$ cat config.mk
export PLATFORM = sky130hd
export DESIGN_NAME = gate_accum
export DESIGN_NICKNAME = d
export VERILOG_FILES = /design/src/rtl/gate_accum_pkg.sv /design/src/rtl/gate_accum_lane_reduce.sv /design/src/rtl/gate_accum.sv
export SDC_FILE = /design/constraint.sdc
export NUM_CORES = 1
export LEC_CHECK = 0
export BUFFER_PORTS_ARGS = -buffer_cell sky130_fd_sc_hd__buf_4
export CAP_MARGIN = 10
export CORE_UTILIZATION = 50
export DETAILED_ROUTE_END_ITERATION = 12
export PLACE_DENSITY = 0.75
export SLEW_MARGIN = 20
export SYNTH_ARGS = -nofsm -noshare
export SYNTH_HDL_FRONTEND = slang
export SYNTH_SLANG_ARGS = --single-unit
export TNS_END_PERCENT = 30
$ cat constraint.sdc
create_clock -name clk -period 2.6 [get_ports clk]
set_input_delay 0.26 -clock clk [delete_from_list [all_inputs] [get_ports clk]]
set_output_delay 0.26 -clock clk [all_outputs]
set_load 0.1 [all_outputs]
$ cat src/rtl/gate_accum_pkg.sv
// gate_accum shared types: logic-function modes, base ops, FSM states.
// Helper functions map a mode to its base op and output inversion.
package gate_accum_pkg;

    localparam int MAX_W = 32;

    typedef enum logic [2:0] {
        MODE_AND  = 3'd0,
        MODE_OR   = 3'd1,
        MODE_XOR  = 3'd2,
        MODE_NAND = 3'd3,
        MODE_NOR  = 3'd4,
        MODE_XNOR = 3'd5,
        MODE_RSV6 = 3'd6,
        MODE_RSV7 = 3'd7
    } mode_e;

    typedef enum logic [1:0] {
        OP_AND = 2'd0,
        OP_OR  = 2'd1,
        OP_XOR = 2'd2
    } base_op_e;

    typedef enum logic {
        ST_IDLE  = 1'b0,
        ST_ACCUM = 1'b1
    } state_e;

    // Reserved modes fall back to OR.
    function automatic base_op_e base_op_of(input logic [2:0] m);
        base_op_e op;
        case (mode_e'(m))
            MODE_AND, MODE_NAND: op = OP_AND;
            MODE_XOR, MODE_XNOR: op = OP_XOR;
            default:             op = OP_OR;
        endcase
        return op;
    endfunction

    function automatic logic is_inverted(input logic [2:0] m);
        return (m == MODE_NAND) || (m == MODE_NOR) || (m == MODE_XNOR);
    endfunction

    // Operands are zero-extended to MAX_W; callers truncate the result.
    function automatic logic [MAX_W-1:0] apply_op(
        input base_op_e         op,
        input logic [MAX_W-1:0] a,
        input logic [MAX_W-1:0] b
    );
        logic [MAX_W-1:0] r;
        case (op)
            OP_AND:  r = a & b;
            OP_XOR:  r = a ^ b;
            default: r = a | b;
        endcase
        return r;
    endfunction

endpackage

$ cat src/rtl/gate_accum_lane_reduce.sv
// lane_reduce: folds N_IN lanes of WIDTH bits into one WIDTH-bit word
// using the selected base op (no inversion applied here).
module lane_reduce
    import gate_accum_pkg::*;
#(
    parameter int WIDTH = 8,
    parameter int N_IN  = 2
) (
    input  base_op_e                op,
    input  logic [N_IN*WIDTH-1:0]   data,
    output logic [WIDTH-1:0]        result
);

    // Left-to-right fold of every lane into lane 0.
    always_comb begin
        result = data[0 +: WIDTH];
        for (int k = 1; k < N_IN; k++) begin
            result = WIDTH'(apply_op(op,
                                     MAX_W'(result),
                                     MAX_W'(data[k*WIDTH +: WIDTH])));
        end
    end

endmodule

$ cat src/rtl/gate_accum.sv
// gate_accum: per-beat lane reduce, accumulated over a frame ending on
// in_last. Optional beat counter: define GATE_ACCUM_BEAT_COUNT_EN.
module gate_accum
    import gate_accum_pkg::*;
#(
    parameter int WIDTH   = 8,
    parameter int N_IN    = 2
`ifdef GATE_ACCUM_BEAT_COUNT_EN
    ,
    parameter int COUNT_W = 8
`endif
) (
    input  logic                   clk,
    input  logic                   rst,
    input  logic [2:0]             mode,
    input  logic                   in_valid,
    output logic                   in_ready,
    input  logic [N_IN*WIDTH-1:0]  in_data,
    input  logic                   in_last,
    output logic                   out_valid,
    input  logic                   out_ready,
    output logic [WIDTH-1:0]       out_data
`ifdef GATE_ACCUM_BEAT_COUNT_EN
    ,
    output logic [COUNT_W-1:0]     out_count
`endif
);

    state_e           state;
    state_e           state_n;
    logic [2:0]       mode_q;
    logic [WIDTH-1:0] acc;
    logic [WIDTH-1:0] acc_n;
    logic [WIDTH-1:0] beat_res;
    base_op_e         op_sel;
    logic             inv_sel;
    logic             accept;

    assign in_ready = !out_valid || out_ready;
    assign accept   = in_valid && in_ready;

    // The first beat of a frame uses the live mode; later beats the latched one.
    always_comb begin
        op_sel  = base_op_of(mode_q);
        inv_sel = is_inverted(mode_q);
        if (state == ST_IDLE) begin
            op_sel  = base_op_of(mode);
            inv_sel = is_inverted(mode);
        end
    end

    lane_reduce #(
        .WIDTH (WIDTH),
        .N_IN  (N_IN)
    ) u_reduce (
        .op     (op_sel),
        .data   (in_data),
        .result (beat_res)
    );

    // Next accumulator value: load on frame open, fold otherwise.
    always_comb begin
        acc_n = beat_res;
        if (state == ST_ACCUM) begin
            acc_n = WIDTH'(apply_op(op_sel, MAX_W'(acc), MAX_W'(beat_res)));
        end
    end

    // State register.
    always_ff @(posedge clk) begin
        if (rst) state <= ST_IDLE;
        else     state <= state_n;
    end

    // Next-state logic: a frame is open between first and last beat.
    always_comb begin
        state_n = state;
        case (state)
            ST_IDLE:  if (accept && !in_last) state_n = ST_ACCUM;
            ST_ACCUM: if (accept && in_last)  state_n = ST_IDLE;
            default:  state_n = ST_IDLE;
        endcase
    end

    // Accumulator, latched mode and the held output result.
    always_ff @(posedge clk) begin
        if (rst) begin
            acc       <= '0;
            mode_q    <= MODE_AND;
            out_valid <= 1'b0;
            out_data  <= '0;
        end else begin
            if (out_valid && out_ready) out_valid <= 1'b0;
            if (accept) begin
                acc <= acc_n;
                if (state == ST_IDLE) mode_q <= mode;
                if (in_last) begin
                    out_valid <= 1'b1;
                    out_data  <= inv_sel ? ~acc_n : acc_n;
                end
            end
        end
    end

`ifdef GATE_ACCUM_BEAT_COUNT_EN
    logic [COUNT_W-1:0] cnt;
    logic [COUNT_W-1:0] cnt_n;

    // Beat count restarts at 1 per frame and saturates at all-ones.
    always_comb begin
        cnt_n = COUNT_W'(1);
        if (state == ST_ACCUM) begin
            cnt_n = (&cnt) ? cnt : cnt + COUNT_W'(1);
        end
    end

    // Running count, copied to out_count alongside out_data.
    always_ff @(posedge clk) begin
        if (rst) begin
            cnt       <= '0;
            out_count <= '0;
        end else if (accept) begin
            cnt <= cnt_n;
            if (in_last) out_count <= cnt_n;
        end
    end
`endif

endmodule

==> impl_summary.md, run 1 <==
Outcome
The run finished with clean final reports.

Yosys
The synthesized design contains 0 enable-type register cells. The flip-flop and latch count after synthesis is 21. The Yosys step of the flow raised 0 warnings. Of the synthesized area, sequential elements account for 0.1843. The cell type with the highest aggregate area in the netlist is sky130_fd_sc_hd__dfxtp_1. The gate count after technology mapping is 260. The summed instance area of the synthesized netlist is 0.002281 mm². A synthesized cell averages 8.773 µm².

Yosys mapped the design onto 38 distinct sky130hd cell types. Sorting the synthesized cells by area gives the leading types as sky130_fd_sc_hd__dfxtp_1, sky130_fd_sc_hd__ha_1, sky130_fd_sc_hd__inv_1, sky130_fd_sc_hd__o311ai_2, sky130_fd_sc_hd__a221oi_2. Counting flops with an async set or reset pin after synthesis yields a share of 0.

Of the post-synthesis cell area, the dominant cell type holds 0.1843. In the synthesized netlist the dominant register cell turns out to be sky130_fd_sc_hd__dfxtp_1. The post-synthesis net count is 316.

Global routing
The maximum number of pins on one net before global-route repair is 21. After global routing the overflow that remains totals 0. The number of antenna violations at the first check in global routing is 0. The total global routing track utilization is 0.2337.

The wire length of the first global-routing pass is 9.163 mm. The number of global-route vias before repair is 2,047.

Run
Across the run, the number of max-cap violations was 0.

STA
Between clock sinks in the finished design, the worst skew comes to 1.571 ps. The worst pin sits at a relative slew slack of 0.6138. Setup repair after global routing could not meet its margin everywhere. The worst hold margin is 273.9 ps. After layout, the worst setup slack is 98.91 ps. The top achievable clock speed is 399.8 MHz. The measured slew at the worst slew-check pin is 579.3 ps. The final hold violation count is 0. In the finished design, the share of the clock period the worst path needs comes to 0.9620. The clock period could shrink to 2501 ps.

The number of max-slew violations in the final report is 0. Setup violations remaining at the end of the flow were counted as 0.

Cells and area
The layout net count is 366. At the end of the flow the core is filled with cells to 0.6789. The design area is 0.002977 mm². The repair_antennas step left the layout with diodes totalling 0. In the final layout, the share of cells above drive strength 1 is 0.3398. The layout overhead on the synthesized area is 30.50%. The filler cell count is 373. Leaving out fill and tap cells, the most frequent cells in the layout are sky130_fd_sc_hd__buf_4, sky130_fd_sc_hd__inv_1, sky130_fd_sc_hd__ha_1. The most frequent standard cell in the layout excluding fill and tap cells is sky130_fd_sc_hd__buf_4.

Detailed routing
After detailed routing, the number of remaining DRC violations is 0. The pre-antenna-repair detailed-routing pass consisted of 4 iterations. After detailed routing, the number of vias per cell comes to 5.679. In the final routed layout, each cell accounts on average for 15.35 µm. Once detail routing completed, the nets flagged for antenna violations numbered 0. For this block, the initial DRC count from the detailed router was 101. The number of vias after detailed routing is 2,050. Summed over all layers, the routed wires come to 5.542 mm.

Floorplanning
The area enclosed by the die boundary is 0.004836 mm². The I/O pin count is 34. The die outline height is 69.54 µm. The standard-cell row count is 24. The die boundary width is 69.54 µm. The core outline area is 0.004384 mm².

The initial utilization of the core area, before any placement, comes to 0.5203.

Hold path
The class of the most critical hold timing path is in2reg.

Clock network
The later pin in the worst-skew pair is clocked with a latency of 270 ps. Clock-pin slew was measured on the worst setup and hold paths at 90 ps. TritonCTS built the clock tree. In this run the post-CTS setup repair buffer count came out at 0. The total CTS buffers is 3.

The maximum root-to-sink buffer count is 2. In this run the clock root is driven by a sky130_fd_sc_hd__clkbuf_8. After clock tree synthesis, the flow added hold-fix buffers numbering 0. The number of H-tree levels is 1. CTS saw 21 sinks.

Worst setup path
In this design, the stage delay of the slowest critical-path cell is 360 ps. The worst setup path is of the reg2reg kind. The number of gates on the worst path with buffers counted is 11. The worst-case reg-to-reg path depth is 11. The reg-to-reg critical path endpoint is acc[2]$_SDFFE_PP0P_.

The required arrival time at the worst endpoint is 2760 ps. Counting both buffers and inverters, the worst setup path holds a total of 2. STA classifies the critical path startpoint as a flip-flop. The slowest stage of the critical path belongs to the cell sky130_fd_sc_hd__dfxtp_2. At the worst endpoint, the arrival time is 2660 ps. The signal on the critical path passes through nor2b_1 > mux2_4 > or2_1 > buf_4 > o311ai_4 > inv_1 > ha_1 > a2111oi_4 > nand2b_1 > o221a_1 > nor3_2. Broken down by cell family, the worst path's largest delay share belongs to compound AO/OA/AOI/OAI gates. The worst register-to-register path has a setup slack of 100 ps. The critical-path maximum fanout is 6. Following the worst setup path forward leads to its endpoint at acc[2]$_SDFFE_PP0P_. The nature of the critical path endpoint is a flip-flop.

Place
In this run the tool buffered the top-level ports with 33 buffer cells. Prior to clock tree synthesis, the placed netlist has a worst setup slack of -264.0 ps. The sum of net half-perimeters after detailed placement is 3.854 mm. After detailed placement, the total cell area comes to 0.002773 mm². The congestion estimate from routability-driven global placement came to 0.7969.

Pwr
IR analysis of the VDD net gives a maximum drop of 217.9 µV. The leakage power total is 0.001332 µW. The power per standard cell area is 491.5 mW/mm².
## worst reg2reg max path, cell delays in order (launching register included)
cell                        delay [ps]
sky130_fd_sc_hd__dfxtp_2           360
sky130_fd_sc_hd__nor2b_1            50
sky130_fd_sc_hd__mux2_4            280
sky130_fd_sc_hd__or2_1             240
sky130_fd_sc_hd__buf_4             190
sky130_fd_sc_hd__o311ai_4          270
sky130_fd_sc_hd__inv_1              70
sky130_fd_sc_hd__ha_1              210
sky130_fd_sc_hd__a2111oi_4         350
sky130_fd_sc_hd__nand2b_1          150
sky130_fd_sc_hd__o221a_1           190
sky130_fd_sc_hd__nor3_2             50
## synth_stat cells (all sizes together), types with 9 or more instances
cell type / instances
inv: 41
ha: 32
dfxtp: 21
nor2: 14
nand2: 11
nand2b: 11
clkbuf: 10
mux2i: 10
o21ai: 10
nand3b: 9
o211ai: 9
## metal layers
metal	GRT usage	vias to the layer above	share of wire
met5	0	-	0
met1	0.2898	961	0.46
met4	0.08390	0	0.0099
met3	0.03343	6	0.041
li1	-	1030	-
met2	0.4088	53	0.49
## sequential cells by signal (all words and copies together), names as in the netlist, named ones only
signal / flops
acc: 8
out_data: 8
out_valid: 1
mode_q: 3
## metrics by stage
stage	setup TNS [ps]	instances	power, µW
2_1_floorplan	-1178	260	972.5
3_3_place_gp	-1692	357	1136
3_5_place_dp	-2410	357	1157
4_1_cts	-3.077	361	1419
5_1_grt	-75.39	361	1547
6_report	0	361	1463
## power breakdown
group	internal [µW]	switching, µW	total, µW
clock	107	124	231
combinational	375	481	855
sequential	353	23.8	377
## cell families (layout without fill, tap and decap cells)
logic type	after synthesis	count (layout)	synth area share
and+or+nand+nor	66	66	0.1635
AOI/OAI and AO/OA	65	65	0.2825
buffers and inverters	57	106	0.1130
adders and majority gates	32	32	0.1755
DFF	21	21	0.1843
muxes	11	11	0.05047
xor gates and xnor gates	8	8	0.03072
## layout make-up
class	count	area (µm²)	area share
timing repair buffer	61	461.7	0.1551
sequential	21	422.9	0.1421
inverter	41	153.9	0.05170
clock buffer	3	41.29	0.01387
clock inverter	1	5.005	0.001681
tap	52	65.06	0.02186
multi-input combinational	182	1827	0.6137
## what timing repair did
action / CTS / global route
pin swaps: 0 / 9
hold endpoints to repair: 0 / 0
setup endpoints to repair: 13 / 16
cloned: 0 / 0
resized for setup: 8 / 17
## worst min path at each step
stage                             startpoint                  endpoint  slack (ps)  cells past startpoint
floorplan                            mode[0]    mode_q[0]$_SDFFE_PP0P_         400                      2
global placement    out_data[7]$_SDFFE_PP0P_  out_data[7]$_SDFFE_PP0P_         460                      2
detailed placement  out_data[4]$_SDFFE_PP0P_  out_data[4]$_SDFFE_PP0P_         470                      2
CTS                                out_ready      out_valid$_SDFF_PP0_         270                      3
global route                       out_ready      out_valid$_SDFF_PP0_         280                      3
finish                             out_ready      out_valid$_SDFF_PP0_         270                      3
Note: power is estimated with default switching activity, not from simulation.
==> run 2, diff against run 1 <==
==> constraint.sdc (replaced) <==
create_clock -name clk -period 2.6 [get_ports clk]
set_input_delay 0.78 -clock clk [delete_from_list [all_inputs] [get_ports clk]]
set_output_delay 0.78 -clock clk [all_outputs]
set_load 0.1 [all_outputs]
==> run 2 against run 1 <==
  * The flow now finishes with violations (negative setup slack)
  * Clock-buffer cell count unchanged
  * Maximum frequency decreased by 8.7%
  * Register-to-register slack worse by 170 ps
  * Wire length grew 11%
  * Via count is 3.1% higher
  * Non-clock buffer count increased by 4
  * First-iteration DRC count decreased by 18%
  * Largest power group unchanged
  * Highest routed layer unchanged
==> impl_summary.md, run 2 (synthesized netlist as in run 1, its figures left out) <==
Outcome
The flow ran to the end, but the final reports show violations. The final reports fail on negative setup slack.

Global routing
Entering global routing, the biggest net connects 17 pins. The number of global-route vias before repair is 2,239. The total global routing track utilization is 0.2766. The remaining global-route overflow is 0. The wire length of the first global-routing pass is 10.69 mm. The number of antenna violations at the first check in global routing is 0.

STA
The post-layout worst setup margin is -140.0 ps. The count of final setup violators is 15. Setup total negative slack on the finished layout was measured at -1102 ps.

The worst-case headroom to the max-slew limit is 0.5589. Setup repair after global routing could not meet its margin everywhere. After layout, the minimum clock period comes to 2740 ps.

For the pin with the worst max-slew slack, the measured transition is 661.5 ps. The final hold violation count was 0. Across the routed clock network, the largest skew measured is 6.821 ps. The tightest hold path in the finished design has a slack of 488.1 ps.

The number of max-slew violations in the final report is 0. The final clock period utilization by the worst path is 1.054. The top achievable clock speed is 365.0 MHz.

Worst setup path
The worst-case reg-to-reg path depth is 13. Of all nets on the critical path, the largest fanout is 5. The class of the most critical setup path is in2reg.

The worst setup path is launched from an input port. STA puts the critical path data arrival time at 2900 ps. The required arrival time at the worst endpoint is 2760 ps. The slowest stage of the critical path belongs to the cell sky130_fd_sc_hd__o311ai_4. The largest single stage delay on the critical path is 390 ps.

The setup check on the worst reg-to-reg path leaves a slack of -70 ps. The reg-to-reg critical path endpoint is acc[1]$_SDFFE_PP0P_. The nature of the critical path endpoint is a flip-flop. Walking the worst path, the cells encountered are buf_6 > nor2b_4 > mux2_4 > or2_4 > o311ai_4 > inv_1 > ha_2 > a2111oi_4 > nand2b_1 > o221a_1 > nor3_1.

Pwr
The worst voltage drop across the vdd grid is 352.6 µV. The power per standard cell area is 483.3 mW/mm². The design draws 1500 µW. The leakage power total is 0.001364 µW.

Clock network
Clock latency on the worst-skew pair, taken at its later pin, is 270 ps. The clock passes through at most 2 buffers. CTS built an H-tree with a depth of 1. After clock tree synthesis, the clock-pin slew on the worst setup and hold paths is 90 ps. Counting the buffers created by CTS gives 3. Clock tree synthesis found a total of 21 sinks.

The TritonCTS clock tree is done. The tree is rooted in a sky130_fd_sc_hd__clkbuf_8. The hold buffer count at cts is 0.

Place
Once detailed placement completed, the half-perimeter wirelength came to 4.231 mm. The routability-driven placement congestion ratio is 0.8527. The worst-case setup slack after placement is -528.7 ps. The count of port buffers added during placement is 33.

Detailed routing
The routed wire length is 6.127 mm. The first detailed-routing pass ran for 4 iterations. The routed layout has 2,113 vias. The number of antenna-violating nets in the routed design is 0. The via density per instance is 5.757. The detailed router finished its first iteration with 83 violations. After detailed routing, the average wire length per cell comes to 16.69 µm. For this run, design rule violations remaining after detail routing come to 0.

Cells and area
The library cell used most frequently in the layout, excluding fill and tap cells, is sky130_fd_sc_hd__buf_4. The number of diodes is 0. At the end of the flow the core is filled with cells to 0.7080.

The share of layout cells above drive strength 1 is 0.3873. Leaving out fill and tap cells, the most frequent cells in the layout are sky130_fd_sc_hd__buf_4, sky130_fd_sc_hd__inv_1, sky130_fd_sc_hd__ha_1. Counting the fill cells in the layout gives 330.

The largest registers in the layout are acc: 8 flops, out_data: 8 flops, mode_q: 3 flops. The layout net count is 372. The layout overhead on the synthesized area is 36.09%.

Run
Across the run, the number of max-cap violations was 0.

Floorplanning
Pin placement for this block handled 34 I/O pins. The core outline area is 0.004384 mm². The standard-cell row count is 24. The area enclosed by the die boundary is 0.004836 mm². The die boundary width is 69.54 µm. The starting utilization of the core area is 0.5203. In this run the vertical extent of the chip is 69.54 µm.

Hold path
The hold path startpoint is out_data[3]$_SDFFE_PP0P_. The cell depth of the worst min-delay path is 2. For hold timing, the worst endpoint is out_data[3]$_SDFFE_PP0P_.

The class of the most critical hold timing path is reg2reg.
==> run 2: worst max-delay path by stage <==
| stage | startpoint | end | slack [ps] | cells after the start |
|---|---|---|---|---|
| floorplan | mode_q[2]$_SDFFE_PP0P_ | acc[5]$_SDFFE_PP0P_ | -440 | 10 |
| global placement | mode[0] | out_data[3]$_SDFFE_PP0P_ | -490 | 11 |
| detailed placement | mode[0] | acc[7]$_SDFFE_PP0P_ | -530 | 11 |
| CTS | mode[1] | acc[6]$_SDFFE_PP0P_ | -130 | 11 |
| global route | mode[1] | acc[6]$_SDFFE_PP0P_ | -250 | 11 |
| finish | mode[1] | acc[6]$_SDFFE_PP0P_ | -140 | 11 |
==> run 2: what timing repair did <==
item,CTS,global route
cloned,2,0
buffers inserted,1,0
hold endpoints to repair,0,0
pin swaps,6,5
endpoints found under the setup margin,16,16
resized for setup,12,6
==> run 2: layer usage <==
metal | up-vias | track usage | routed length (µm)
met5 | - | 0 | 0
met4 | 0 | 0.1088 | 83
met3 | 8 | 0.04070 | 404
met2 | 62 | 0.4898 | 3130
met1 | 997 | 0.3339 | 2508
li1 | 1046 | - | -
==> run 2: area by class of cell <==
type                       count  area [µm²]  share of cell area
multi-input combinational    184        1902              0.6127
timing repair buffer          65       514.2              0.1657
sequential                    21       422.9              0.1362
inverter                      41       153.9             0.04958
tap                           52       65.06             0.02096
clock buffer                   3       41.29             0.01330
clock inverter                 1       5.005            0.001612
==> run 2: metrics by stage <==
step	instance area (µm²)	instances
2_1_floorplan	2570	260
3_3_place_gp	3012	361
3_5_place_dp	3012	361
4_1_cts	3090	367
5_1_grt	3104	367
6_report	3104	367
==> run 2: critical path, delay by kind of cell <==
kind	cells	cell delay, ps
compound gates	3	790
simple gates	4	620
mux	1	330
buf+inv	2	190
fa+ha+maj	1	190
==> run 2: power by group <==
part	internal [µW]	total (µW)	switching, µW
Sequential	353	379	26.1
Combinational	399	889	490
Clock	107	232	125
